[src/rtl/rf_seq_pkg.sv]
// Shared definitions for the register-file op sequencer: bus widths,
// opcode encodings and the sequencing FSM states.
package rf_seq_pkg;

  localparam int unsigned DATA_W_DEF = 8;
  localparam int unsigned ADDR_W_DEF = 3;

  typedef enum logic [2:0] {
    OP_ADD  = 3'b000,
    OP_SUB  = 3'b001,
    OP_AND  = 3'b010,
    OP_OR   = 3'b011,
    OP_XOR  = 3'b100,
    OP_ADDI = 3'b101,
    OP_LI   = 3'b110,
    OP_NOP  = 3'b111
  } op_e;

  typedef enum logic [1:0] {
    S_IDLE  = 2'd0,
    S_READ  = 2'd1,
    S_EXEC  = 2'd2,
    S_WRITE = 2'd3
  } state_e;

endpackage

[src/rtl/rf_seq_alu.sv]
// Combinational ALU for the op sequencer; all arithmetic wraps mod 2^DATA_W
// and a NOP yields zero so the retired result reads 0.
module rf_seq_alu
  import rf_seq_pkg::*;
#(
  parameter int unsigned DATA_W = DATA_W_DEF
) (
  input  op_e               op_i,
  input  logic [DATA_W-1:0] a_i,
  input  logic [DATA_W-1:0] b_i,
  input  logic [DATA_W-1:0] imm_i,
  output logic [DATA_W-1:0] res_o
);

  always_comb begin
    res_o = '0;
    case (op_i)
      OP_ADD:  res_o = a_i + b_i;
      OP_SUB:  res_o = a_i - b_i;
      OP_AND:  res_o = a_i & b_i;
      OP_OR:   res_o = a_i | b_i;
      OP_XOR:  res_o = a_i ^ b_i;
      OP_ADDI: res_o = a_i + imm_i;
      OP_LI:   res_o = imm_i;
      OP_NOP:  res_o = '0;
      default: res_o = '0;
    endcase
  end

endmodule

[src/rtl/rf_op_sequencer.sv]
// Initiator for the 8x8 register-file port: accepts one command per handshake,
// reads operands, computes the ALU result and writes it back in four cycles.
module rf_op_sequencer
  import rf_seq_pkg::*;
#(
  parameter int unsigned DATA_W = DATA_W_DEF,
  parameter int unsigned ADDR_W = ADDR_W_DEF
) (
  input  logic              Clk,
  input  logic              Rst_n,
  input  logic              in_valid,
  output logic              in_ready,
  input  logic [2:0]        in_op,
  input  logic [ADDR_W-1:0] in_rd,
  input  logic [ADDR_W-1:0] in_rs,
  input  logic [ADDR_W-1:0] in_rt,
  input  logic [DATA_W-1:0] in_imm,
  output logic              out_done,
  output logic [DATA_W-1:0] out_result,
  output logic              WEN,
  output logic [ADDR_W-1:0] RW,
  output logic [DATA_W-1:0] busW,
  output logic [ADDR_W-1:0] RX,
  output logic [ADDR_W-1:0] RY,
  input  logic [DATA_W-1:0] busX,
  input  logic [DATA_W-1:0] busY
);

  state_e              state_q, state_d;
  op_e                 op_q, op_d;
  logic [ADDR_W-1:0]   rd_q, rd_d;
  logic [DATA_W-1:0]   imm_q, imm_d;
  logic [ADDR_W-1:0]   rx_q, rx_d;
  logic [ADDR_W-1:0]   ry_q, ry_d;
  logic [DATA_W-1:0]   opa_q, opa_d;
  logic [DATA_W-1:0]   opb_q, opb_d;
  logic [DATA_W-1:0]   res_q, res_d;
  logic                wen_q, wen_d;
  logic [ADDR_W-1:0]   rw_q, rw_d;
  logic [DATA_W-1:0]   busw_q, busw_d;
  logic                done_q, done_d;
  logic [DATA_W-1:0]   result_q, result_d;
  logic [DATA_W-1:0]   alu_res;

  rf_seq_alu #(.DATA_W(DATA_W)) u_alu (
    .op_i  (op_q),
    .a_i   (opa_q),
    .b_i   (opb_q),
    .imm_i (imm_q),
    .res_o (alu_res)
  );

  assign in_ready = (state_q == S_IDLE);

  // RX/RY are loaded at the accept edge so the register file is already
  // presenting the source operands throughout READ.
  always_comb begin
    state_d  = state_q;
    op_d     = op_q;
    rd_d     = rd_q;
    imm_d    = imm_q;
    rx_d     = rx_q;
    ry_d     = ry_q;
    opa_d    = opa_q;
    opb_d    = opb_q;
    res_d    = res_q;
    wen_d    = 1'b0;
    rw_d     = rw_q;
    busw_d   = busw_q;
    done_d   = 1'b0;
    result_d = result_q;
    case (state_q)
      S_IDLE: begin
        if (in_valid) begin
          state_d = S_READ;
          op_d    = op_e'(in_op);
          rd_d    = in_rd;
          imm_d   = in_imm;
          rx_d    = in_rs;
          ry_d    = in_rt;
        end
      end
      S_READ: begin
        opa_d   = busX;
        opb_d   = busY;
        state_d = S_EXEC;
      end
      S_EXEC: begin
        res_d   = alu_res;
        wen_d   = (op_q != OP_NOP) && (rd_q != '0);
        rw_d    = rd_q;
        busw_d  = alu_res;
        state_d = S_WRITE;
      end
      S_WRITE: begin
        done_d   = 1'b1;
        result_d = res_q;
        state_d  = S_IDLE;
      end
      default: state_d = S_IDLE;
    endcase
  end

  always_ff @(posedge Clk or negedge Rst_n) begin
    if (!Rst_n) begin
      state_q  <= S_IDLE;
      op_q     <= OP_ADD;
      rd_q     <= '0;
      imm_q    <= '0;
      rx_q     <= '0;
      ry_q     <= '0;
      opa_q    <= '0;
      opb_q    <= '0;
      res_q    <= '0;
      wen_q    <= 1'b0;
      rw_q     <= '0;
      busw_q   <= '0;
      done_q   <= 1'b0;
      result_q <= '0;
    end else begin
      state_q  <= state_d;
      op_q     <= op_d;
      rd_q     <= rd_d;
      imm_q    <= imm_d;
      rx_q     <= rx_d;
      ry_q     <= ry_d;
      opa_q    <= opa_d;
      opb_q    <= opb_d;
      res_q    <= res_d;
      wen_q    <= wen_d;
      rw_q     <= rw_d;
      busw_q   <= busw_d;
      done_q   <= done_d;
      result_q <= result_d;
    end
  end

  assign WEN        = wen_q;
  assign RW         = rw_q;
  assign busW       = busw_q;
  assign RX         = rx_q;
  assign RY         = ry_q;
  assign out_done   = done_q;
  assign out_result = result_q;

endmodule
[config.mk]
export PLATFORM = sky130hd
export DESIGN_NAME = rf_op_sequencer
export DESIGN_NICKNAME = d
export VERILOG_FILES = /design/src/rtl/rf_seq_pkg.sv /design/src/rtl/rf_seq_alu.sv /design/src/rtl/rf_op_sequencer.sv
export SDC_FILE = /design/constraint.sdc
export NUM_CORES = 1
export LEC_CHECK = 0
export BUFFER_PORTS_ARGS = -buffer_cell sky130_fd_sc_hd__buf_2
export CAP_MARGIN = 5
export CORE_MARGIN = 1
export CORE_UTILIZATION = 56
export DETAILED_ROUTE_END_ITERATION = 10
export PLACE_DENSITY = 0.91
export SLEW_MARGIN = 5
export SYNTH_ARGS = -nofsm -noshare
export SYNTH_HDL_FRONTEND = slang
export SYNTH_HIERARCHICAL = 1
export SYNTH_SLANG_ARGS = --single-unit
[constraint.sdc]
create_clock -name Clk -period 3.21 [get_ports Clk]
set_input_delay 0.642 -clock Clk [delete_from_list [all_inputs] [get_ports Clk]]
set_output_delay 0.642 -clock Clk [all_outputs]
set_load 0.005 [all_outputs]
==> results.toml <==
[synth]
netlist.area_leader.share_pct = 41.7
ys_warn_count = 6
synth_enable_flop_cells = 0
postSynthCellCount = 297
ys_ff_latch = 59
cell_types_occupying_the_most_area_after_synthesis = "dfrtp_1 42%, mux2_2 11%, ha_1 11%, mux2_4 9.3%, mux2i_1 2.3%"
yosysSeqAreaShare_pct = 41.7
post_synth.cell_area_avg_um2 = 11.9
postSynth.asyncResetShare_pct = 100
syn-cell-area_mm2 = 0.00354
synth_nets = 367
synth_flop_cell = "dfrtp_1"
synth.distinct_cells = 49
yosys.area.top_type = "dfrtp_1"

[critical_path]
worst_path_largest_cell_delay_ns = 0.60
crit-reg2reg-capture = "busW[7]$_DFFE_PN0P_"
crit_slowest_cell = "or4_4"
worst-path-stages = 11
critical_path.endpoint_type = "register"
critical-path-top-delay-family = "simple AND/OR/NAND/NOR gates"
timing.setup.critical_path_class = "register to register"
path_buf_inv = 0
critical_path_peak_fanout = 5
worstReg2RegStart = "opb_q[0]$_DFFE_PN0N_"
critPathCapture = "busW[7]$_DFFE_PN0P_"
reg2reg_slack_ns = 0.26
worstSetupStartpointType = "register"
worst_path_most_repeated_cell = "a21oi_1"
worst_setup_path_startpoint = "opb_q[0]$_DFFE_PN0N_"
timing.critical_path.arrival_ns = 3.18
critPathRequiredTime_ns = 3.44
r2r.worst_path.cells = 11
cp_cell_sequence = "or4_4 -> nor2_1 -> nor3_1 -> a21oi_1 -> o21ai_1 -> ha_1 -> or4_1 -> o22ai_2 -> xor2_1 -> a21oi_1 -> mux2_2"

[power]
ir_worst_vdd_mv = 0.652
power-per-cell-area_mw_per_mm2 = 1250
leakagePower_nw = 2.06

[final_layout]
areaGrowthSynthToFinish_pct = 16.4
postLayoutCoreUtil_pct = 68.8
final.fill_count = 434
fin_nets = 434
diodes = 0
drive_above_1_share_pct = 40.7

[drt]
drc = 0
dr_total_vias = 2610
detailedRoute.firstPassIterationCount = 5
antenna_violating_nets_post_route = 0
wire_per_inst_um = 17.0
detailedRoute.firstIterationViolations = 196
route.final.wire_length_um = 7560
viasPerCell = 5.88

[sta]
fin_setup_tns_ns = 0
fin_worst_hold_slack_ns = 0.438
unrepaired_setup_endpoints_after_global_routing = "false"
final_min_period_over_clock_period_pct = 91.9
max_clock_freq_mhz = 339
report.final.setup_viol = 0
final_max_slew_viol_count = 0
tightest_slew_ns = 0.938
hold_viol_final = 0
fin_crit_period_ns = 2.95
slew_headroom_pct = 37.5
skew_ns = 0.00971

[grt]
grt_first_pass_wirelength_um = 12700
global_route.overflow_total = 0
antenna_found_initial = 0
grt_max_degree = 45
global_route.usage.total_pct = 26.0
grt_pass1_vias = 2696

[place]
gp_congestion = 0.863
dp_hpwl_um = 5460
place.port_buffers = 66

[clocking]
ctsHoldBuffers = 0
tritoncts = "built"
numCtsBuffers = 9
clock_sink_count = 59
clock-root-buffer = "clkbuf_8"
cts-resized-gates = 0
cts_max_path_buffers = 2
clk_pin_slew_worst_paths_ns = 0.07
cts_htree_levels = 3
worst_skew_pair.late_latency_ns = 0.34
cts_post_setup_buffers_inserted = 0

[floorplanning]
die_w_um = 81.5
design.die.area_mm2 = 0.00664
boundaryPins = 67
core_mm2 = 0.00599
initial_utilization_pct = 59.1
die_height_um = 81.5
num_rows = 28

[min_path]
timing.hold.worst.class = "input port to asynchronous set/reset pin"

[job]
maxCapViolations = 0

[status]
outcome = "completed"
[cell usage in the layout (no fill, tap or decap), types with 2 or more instances in the layout]
cell type / count
nand2_1: 13
mux2_4: 22
o21ai_1: 2
a21o_1: 2
o221ai_1: 4
nand3_1: 5
dfrtp_1: 59
o22ai_1: 6
buf_4: 4
mux2_2: 35
inv_1: 19
a21oi_1: 11
o21a_1: 4
inv_6: 2
nand3b_1: 2
nor2_1: 11
ha_1: 30
mux2i_1: 8
bufinv_16: 2
o31ai_1: 4
mux2_1: 2
o21ai_0: 10
buf_2: 66
xor2_1: 4
nor3_1: 5
a22oi_1: 2
nand2b_1: 3
clkbuf_8: 10
clkinv_4: 2
[where the power goes]
| group | leakage [nW] | total [mW] | switching (mW) | internal, mW |
|---|---|---|---|---|
| Sequential | 0.701 | 1.51 | 0.372 | 1.13 |
| Clock | 0.117 | 0.778 | 0.312 | 0.466 |
| Combinational | 1.24 | 2.85 | 1.39 | 1.46 |
[cell families after synthesis]
kind of cell	after synthesis	synth area share, %
compound gates	54	10.2
xor+xnor	5	1.24
simple gates	47	7.21
buf+inv	34	5.09
fa+ha+maj	31	11.2
flops	59	41.7
mux	67	23.4
[sequential cells by signal, indices dropped and copies added (netlist names)]
signal and flops:
rd_q 3, opb_q 8, out_done 1, op_q 3
busW 8, imm_q 8, out_result 8, RY 3
state_q 2, RX 3, opa_q 8, RW 3
WEN 1
[through the flow]
step | power, mW | std cells | area, um2 | setup slack (ns)
final | 5.14 | 444 | 4120 | 0.259
after CTS | 5.13 | 444 | 4120 | 0.300
after floorplan | 3.61 | 297 | 3540 | 0.305
after detailed placement | 4.31 | 428 | 3890 | 0.318
after global placement | 4.20 | 428 | 3890 | 0.369
after global routing | 5.54 | 444 | 4120 | 0.138
[layout make-up]
type,count,area [um2],area share (%)
multi-input combinational,204,1880,45.7
timing repair buffer,70,360,8.75
sequential,59,1480,35.8
tap,75,93.8,2.28
inverter,20,75.1,1.82
clock inverter,6,95.1,2.31
clock buffer,10,138,3.34
[how the worst min path moves through the flow]
stage	slack [ns]	start	end
2_1_floorplan	0.35	Rst_n	RW[0]$_DFFE_PN0P_
3_3_place_gp	0.48	out_result[5]$_DFFE_PN0P_	out_result[5]$_DFFE_PN0P_
3_5_place_dp	0.49	out_result[4]$_DFFE_PN0P_	out_result[4]$_DFFE_PN0P_
4_1_cts	0.48	Rst_n	opb_q[1]$_DFFE_PN0N_
5_1_grt	0.51	in_imm[6]	imm_q[6]$_DFFE_PN0P_
6_report	0.44	Rst_n	opb_q[1]$_DFFE_PN0N_
[routing by layer]
layer,routed length [um],vias to the layer above,global-route usage (%)
li1,-,1197,-
met1,3220,1280,32.0
met2,3670,109,42.3
met3,435,24,7.00
met4,237,0,12.3
met5,0,-,0
[Yosys cell counts, types with 2 or more instances]
cell / count
a21o_1: 2
a21oi_1: 11
a22oi_1: 2
buf_2: 3
buf_4: 2
buf_6: 4
clkbuf_1: 3
dfrtp_1: 59
ha_1: 30
inv_1: 19
mux2_1: 2
mux2_2: 35
mux2_4: 22
mux2i_1: 8
nand2_1: 13
nand2b_1: 3
nand3_1: 5
nand3b_1: 2
nor2_1: 11
nor3_1: 5
o21a_1: 4
o21ai_0: 10
o21ai_1: 2
o221ai_1: 4
o22ai_1: 6
o31ai_1: 4
xor2_1: 4
Power figures use the tool's default switching activity.
